--- src/rtl/within_stim_gen_pkg.sv ---
`default_nettype none
// ============================================================================
//  Module   : within_stim_pkg
//  Purpose  : Shared types and constants for the within/throughout stimulus
//             generator: FSM state encoding and the default field width.
//  Revision : 1.0  initial release
// ============================================================================
package within_stim_pkg;

   // Default width of every length, offset and index field
   localparam int CNT_W_DEF = 4;

   // Sequencer states, explicit 2-bit encoding
   typedef enum logic [1:0] {
      IDLE  = 2'd0,
      LEAD  = 2'd1,
      TRAIN = 2'd2,
      DONE  = 2'd3
   } state_t;

endpackage : within_stim_pkg
`default_nettype wire

--- src/rtl/within_stim_gen_if.sv ---
`default_nettype none
// ============================================================================
//  Interface : within_stim_gen_if
//  Purpose   : Bundles the request/config inputs and stimulus/status outputs
//              of within_stim_gen.
//  Ports     : start, train_len, bus_off, bus_len, inj_en, inj_idx (requester
//              to generator); transport, bus, train, busy, done, cfg_err
//              (generator to requester/checker).
//  Modports  : master - requester side, slave - generator side.
//  Revision  : 1.0  initial release
// ============================================================================
interface within_stim_gen_if #(
   parameter int CNT_W = within_stim_pkg::CNT_W_DEF
);
   logic             start;
   logic [CNT_W-1:0] train_len;
   logic [CNT_W-1:0] bus_off;
   logic [CNT_W-1:0] bus_len;
   logic             inj_en;
   logic [CNT_W-1:0] inj_idx;

   logic             transport;
   logic             bus;
   logic             train;
   logic             busy;
   logic             done;
   logic             cfg_err;

   modport master (
      output start, train_len, bus_off, bus_len, inj_en, inj_idx,
      input  transport, bus, train, busy, done, cfg_err
   );

   modport slave (
      input  start, train_len, bus_off, bus_len, inj_en, inj_idx,
      output transport, bus, train, busy, done, cfg_err
   );

endinterface : within_stim_gen_if
`default_nettype wire

--- src/rtl/within_stim_gen.sv ---
`default_nettype none
// ============================================================================
//  Module   : within_stim_gen
//  Purpose  : Generates one transport/train/bus window sequence per accepted
//             start: a one-cycle LEAD (transport only), train_len TRAIN cycles
//             with bus inside a configurable sub-window and an optional
//             single-cycle transport dropout, then a one-cycle DONE pulse.
//  Ports    : clk  - clock, all logic on rising edge
//             rst  - synchronous active-high reset
//             sif  - within_stim_gen_if.slave (request, config, stimulus,
//                    busy/done/cfg_err status)
//  Note     : CNT_W must match the CNT_W of the connected interface.
//  Revision : 1.0  initial release
// ============================================================================
module within_stim_gen
   import within_stim_pkg::*;
#(
   parameter int CNT_W = CNT_W_DEF
) (
   input  wire logic        clk,
   input  wire logic        rst,
   within_stim_gen_if.slave sif
);

   state_t           state;
   logic [CNT_W-1:0] idx;

   // Configuration captured at the accepted start
   logic [CNT_W-1:0] len_q;
   logic [CNT_W-1:0] off_q;
   logic [CNT_W:0]   end_q;      // bus_off + bus_len, one bit wider
   logic             inj_en_q;
   logic [CNT_W-1:0] inj_idx_q;

   // Registered outputs
   logic transport_r;
   logic bus_r;
   logic train_r;
   logic busy_r;
   logic done_r;
   logic cfg_err_r;

   // Start validation; the sum is one bit wider so it cannot wrap
   logic [CNT_W:0] cfg_end;
   logic           cfg_bad;

   assign cfg_end = {1'b0, sif.bus_off} + {1'b0, sif.bus_len};
   assign cfg_bad = (sif.train_len == '0) || (sif.bus_len == '0) ||
                    (cfg_end > {1'b0, sif.train_len});

   // Index that the next TRAIN cycle will display; LEAD seeds it with 0.
   // idx never exceeds train_len-1, so idx+1 cannot wrap.
   logic [CNT_W-1:0] idx_nxt;
   logic             last_cyc;
   logic             bus_nxt;
   logic             trans_nxt;

   assign idx_nxt   = (state == LEAD) ? '0 : idx + 1'b1;
   assign last_cyc  = (state == TRAIN) && (idx == len_q - 1'b1);
   assign bus_nxt   = (idx_nxt >= off_q) && ({1'b0, idx_nxt} < end_q);
   // An inj_idx at or beyond train_len is never reached, so no dropout occurs
   assign trans_nxt = !(inj_en_q && (idx_nxt == inj_idx_q));

   always_ff @(posedge clk) begin
      if (rst) begin
         state       <= IDLE;
         idx         <= '0;
         len_q       <= '0;
         off_q       <= '0;
         end_q       <= '0;
         inj_en_q    <= 1'b0;
         inj_idx_q   <= '0;
         transport_r <= 1'b0;
         bus_r       <= 1'b0;
         train_r     <= 1'b0;
         busy_r      <= 1'b0;
         done_r      <= 1'b0;
         cfg_err_r   <= 1'b0;
      end else begin
         done_r    <= 1'b0;
         cfg_err_r <= 1'b0;
         case (state)
            IDLE: begin
               if (sif.start) begin
                  if (cfg_bad) begin
                     cfg_err_r <= 1'b1;
                  end else begin
                     len_q       <= sif.train_len;
                     off_q       <= sif.bus_off;
                     end_q       <= cfg_end;
                     inj_en_q    <= sif.inj_en;
                     inj_idx_q   <= sif.inj_idx;
                     state       <= LEAD;
                     transport_r <= 1'b1;
                     busy_r      <= 1'b1;
                  end
               end
            end
            LEAD, TRAIN: begin
               if (last_cyc) begin
                  state       <= DONE;
                  transport_r <= 1'b0;
                  bus_r       <= 1'b0;
                  train_r     <= 1'b0;
                  done_r      <= 1'b1;
               end else begin
                  state       <= TRAIN;
                  idx         <= idx_nxt;
                  train_r     <= 1'b1;
                  bus_r       <= bus_nxt;
                  transport_r <= trans_nxt;
               end
            end
            DONE: begin
               // start is not looked at here; the first IDLE cycle samples it
               state  <= IDLE;
               busy_r <= 1'b0;
            end
            default: begin
               state <= IDLE;
            end
         endcase
      end
   end

   assign sif.transport = transport_r;
   assign sif.bus       = bus_r;
   assign sif.train     = train_r;
   assign sif.busy      = busy_r;
   assign sif.done      = done_r;
   assign sif.cfg_err   = cfg_err_r;

endmodule : within_stim_gen
`default_nettype wire

--- src/flat_wrapper.sv ---
// flat-port wrapper written by rule: the top's interface ports become plain ports
module within_stim_gen_flat import within_stim_pkg::*;
#(
   parameter int CNT_W = CNT_W_DEF
)
  (clk, rst, sif_start, sif_train_len, sif_bus_off, sif_bus_len, sif_inj_en, sif_inj_idx, sif_transport, sif_bus, sif_train, sif_busy, sif_done, sif_cfg_err);
  within_stim_gen_if #(.CNT_W(CNT_W)) sif_i ();
  input  wire logic clk;
  input  wire logic rst;
  input wire logic [$bits(sif_i.start)-1:0] sif_start;
  input wire logic [$bits(sif_i.train_len)-1:0] sif_train_len;
  input wire logic [$bits(sif_i.bus_off)-1:0] sif_bus_off;
  input wire logic [$bits(sif_i.bus_len)-1:0] sif_bus_len;
  input wire logic [$bits(sif_i.inj_en)-1:0] sif_inj_en;
  input wire logic [$bits(sif_i.inj_idx)-1:0] sif_inj_idx;
  output wire logic [$bits(sif_i.transport)-1:0] sif_transport;
  output wire logic [$bits(sif_i.bus)-1:0] sif_bus;
  output wire logic [$bits(sif_i.train)-1:0] sif_train;
  output wire logic [$bits(sif_i.busy)-1:0] sif_busy;
  output wire logic [$bits(sif_i.done)-1:0] sif_done;
  output wire logic [$bits(sif_i.cfg_err)-1:0] sif_cfg_err;
  assign sif_i.start = sif_start;
  assign sif_i.train_len = sif_train_len;
  assign sif_i.bus_off = sif_bus_off;
  assign sif_i.bus_len = sif_bus_len;
  assign sif_i.inj_en = sif_inj_en;
  assign sif_i.inj_idx = sif_inj_idx;
  assign sif_transport = sif_i.transport;
  assign sif_bus = sif_i.bus;
  assign sif_train = sif_i.train;
  assign sif_busy = sif_i.busy;
  assign sif_done = sif_i.done;
  assign sif_cfg_err = sif_i.cfg_err;
  within_stim_gen #(.CNT_W(CNT_W)) u_core (.clk(clk), .rst(rst), .sif(sif_i));
endmodule
--- config.mk ---
export PLATFORM = sky130hd
export DESIGN_NAME = within_stim_gen_flat
export DESIGN_NICKNAME = d
export VERILOG_FILES = /design/src/rtl/within_stim_gen_pkg.sv /design/src/rtl/within_stim_gen_if.sv /design/src/rtl/within_stim_gen.sv /design/src/flat_wrapper.sv
export SDC_FILE = /design/constraint.sdc
export NUM_CORES = 1
export LEC_CHECK = 0
export CORE_ASPECT_RATIO = 0.6
export CORE_UTILIZATION = 25
export CTS_BUF_LIST = sky130_fd_sc_hd__clkbuf_2
export CTS_CLUSTER_DIAMETER = 60
export DETAILED_ROUTE_END_ITERATION = 12
export HOLD_SLACK_MARGIN = 0.03
export PLACE_DENSITY = 0.53
export SETUP_SLACK_MARGIN = 0.3
export SYNTH_ARGS = -nofsm -noshare
export SYNTH_HDL_FRONTEND = slang
export SYNTH_SLANG_ARGS = --single-unit
--- constraint.sdc ---
create_clock -name clk -period 4.5 [get_ports clk]
set_clock_uncertainty 0.05 [all_clocks]
set_input_delay 0.45 -clock clk [delete_from_list [all_inputs] [get_ports clk]]
set_output_delay 0.45 -clock clk [all_outputs]
set_load 0.03 [all_outputs]
==> key figures <==
Placed design
  • Gpl congestion: about 0.73
  • Post-DP Area: 0.00221 sq mm
  • Hpwl dp: 3.67 mm
  • Buffers on Ports: 25
  • Placed cell count: approximately 340

Status
  • Status: completed

Critical path
  • CP Launch Point: sif_bus_len[0]
  • Critical path, cell by cell: clkdlybuf4s50_1, ha_1, inv_1, fa_1, inv_1, ha_1, nor2b_1, o21ai_1, a32o_1, a21oi_1, a211oi_1
  • Crit. path cell count: 11
  • FF-to-FF setup slack: 1.93 ns
  • Worst Path Max Fanout: 20
  • Reg-to-reg startpoint: u_core.state[1]
  • Crit path to: u_core.end_q[1]
  • Crit path buf inv count: 3
  • Reg2reg end: u_core.sif.bus
  • Startpoint types: input pin
  • CP peak stage delay: 0.62 ns
  • Reg2reg path depth: 8
  • CP delay by family, top: compound AO/OA/AOI/OAI gates
  • Element type at the critical path end: flop
  • Slowest stage cell, crit path: a32o_1
  • Crit path kind: in -> reg
  • Critical Path AT: around 3.4 ns
  • Critical Path RT: roughly 4.7 ns

Power and ir drop
  • Reg power frac: between 30% and 40%
  • Pwr/cell area: 405 mW/mm^2
  • P_leak: 0.851 nW
  • Switch share: 43.4%
  • Clk pwr share: 14.8%
  • Comb power frac: 48.3%
  • Net Sw Power: 396 uW
  • Max VDD drop: 0.261 mV
  • Int Power: between 500 and 600 uW

Floorplan
  • Die X-Extent: 114 um
  • I/O pin total: 26
  • Die height: 69.1 um
  • Die ar.: 0.00787 sq mm
  • Effective utilization at floorplan: 25.8%
  • Core area: ~0.0073 sq mm
  • Cell Rows: 24

Timing
  • Final critical-path required period: 3.17 ns
  • Final TNS setup: 0 ns
  • # setup viols final: 0
  • Pins over their slew limit: 0
  • RSZ-0062 raised after global routing: no
  • Hold WS: ~0.43 ns
  • Fmax: 316 MHz
  • Hold Vio Cnt, Final: 0
  • Relative slew margins: 28.9%
  • Period utilization: 70.4%
  • Worst-Margin Slew: 1.06 ns

Final layout
  • Syn-to-layout area delta: 20.0%
  • FILL cells: 799
  • # diodes: 0
  • Layout cells sized above 1: 6.91%
  • Post-Layout Cell Count: 350
  • Final Cell Area: 0.00225 sq mm
  • Post-layout nets: 287

CTS
  • H-Tree Depth: 2
  • Post-CTS Resized: 0
  • CTS root buffer: clkbuf_2
  • Bufs on Longest Clock Path: 2
  • Setup fix buffers added after clock tree synthesis: 0
  • Cts bufs inserted: 5
  • CTS tree: built
  • # clock sinks: 30
  • Clock-pin slew on the worst setup and hold paths: 0.18 ns
  • Hold-fix buffers at CTS: 0
  • Worst-Skew Late Latency: 0.35 ns

Synth
  • Count leader, synth: dfxtp_1
  • Synth Area per Inst: 8.42 sq um
  • Mapped Cells: 223
  • Commonest cells in the netlist: 30 x dfxtp_1, 26 x a21oi_1, 22 x inv_1, 22 x nand3_1, 21 x ha_1
  • Largest cells by area after synthesis: dfxtp_1 32%, ha_1 14%, a21oi_1 6.9%
  • Cell area after synthesis: 0.00188 sq mm
  • Main synth FF type: dfxtp_1
  • FF+latch count, synth: 30
  • Synth top area share: 32.0%
  • Synth async-reset ratio: 0%
  • Ys Warns: 0
  • Dominant cell type by area after synthesis: dfxtp_1
  • Synth unique cells: 43
  • Post-synth EDFFs: 0
  • Syn nets: 265
  • Seq/Total Area, Yosys: 32.0%

Routing
  • DRT iter0 DRCs: 100
  • Vias per cell: approximately 4.7
  • Antenna-violating nets left: 0
  • Drt wl/cell: 13.7 um
  • Pre-antenna DRT Iters: 6
  • Routed vias: 1634
  • Final WL: between 4 and 5 mm
  • Residual DRC: 0

GRT
  • First-pass GRT wire length: about 8 mm
  • Remaining global-route overflow: 0
  • GRT Util Overall: 12.9%
  • Initial antenna violation count: 0
  • Pin count of the biggest net entering global routing: 28
  • Vias in the first global route: around 1500

Hold path
  • Hold Crit Class: reg -> reg
  • Hold_sp: u_core.end_q[4]

Run
  • Max-cap viol count: 0
worst min path at each step:
stage                            to  cells after the start
finish              u_core.end_q[4]                      1
detailed placement  u_core.end_q[4]                      1
global placement    u_core.end_q[0]                      2
floorplan           u_core.end_q[0]                      2
CTS                 u_core.end_q[4]                      1
global route        u_core.end_q[4]                      1
logic make-up (layout without fill, tap and decap cells):
| family | Yosys count | after routing | share of synthesized area [%] |
|---|---|---|---|
| compound gates | 67 | 67 | 21.1 |
| xor+xnor | 13 | 13 | 6.06 |
| fa+ha+maj | 22 | 22 | 15.1 |
| buf+inv | 33 | 56 | 7.26 |
| flops | 30 | 30 | 32.0 |
| mux | 1 | 1 | 0.600 |
| simple gates | 57 | 57 | 17.9 |
per-layer routing:
layer  routed length [um]  up-vias  track usage [%]
met5                    0        -                0
met4                   14        0             1.30
met3                  272        2             3.69
met2                 1720       36             16.1
met1                 2790      759             21.4
li1                     -      837                -
per-stage QoR:
stage | worst slack, ns | utilization [%] | total power, mW
final | 1.33 | 31.0 | 0.913
after global placement | 1.02 | 30.4 | 0.779
after global routing | 1.15 | 31.0 | 0.996
after floorplan | 1.82 | - | 0.655
after CTS | 1.38 | 31.0 | 0.920
after detailed placement | 0.973 | 30.4 | 0.777
flip-flops by register name, indices dropped and copies added (netlist names):
| register | count |
|---|---|
| u_core.sif.done | 1 |
| u_core.sif.transport | 1 |
| u_core.end_q | 5 |
| u_core.off_q | 4 |
| u_core.inj_en_q | 1 |
| u_core.idx | 4 |
| u_core.sif.train | 1 |
| u_core.sif.bus | 1 |
| u_core.len_q | 4 |
| u_core.sif.cfg_err | 1 |
| u_core.sif.busy | 1 |
| u_core.inj_idx_q | 4 |
| u_core.state | 2 |
power by group through the flow:
stage	combinational (mW)	sequential, mW	clock (mW)
2_1_floorplan	0.296	0.359	0
3_3_place_gp	0.436	0.342	0
3_5_place_dp	0.435	0.342	0
4_1_cts	0.439	0.337	0.143
5_1_grt	0.494	0.342	0.160
6_report	0.441	0.337	0.136
layout by cell type, fill, tap and decap left out, types with 4 or more instances in the layout:
cell type        Yosys  routed
a21o_1               4       4
a21oi_1             26      26
clkbuf_2             0       5
clkdlybuf4s50_1      0      25
dfxtp_1             30      30
ha_1                21      21
inv_1               22      22
nand3_1             22      22
nor2_1               9       9
nor2b_1              5       5
nor3_1               4       4
o21ai_0             20      20
o21ai_1              4       4
xnor2_1              7       7
xor2_1               6       6
area by class of cell:
cell class	count	area, sq um	share of cell area, %
Clock buffer	5	25.0	1.11
Clock inverter	3	16.3	0.722
Inverter	22	82.6	3.66
Multi-Input combinational cell	160	1140	50.6
Sequential cell	30	601	26.7
Tap cell	104	130	5.77
Timing Repair Buffer	26	258	11.4
No activity file was read; power rests on OpenSTA's default activity.
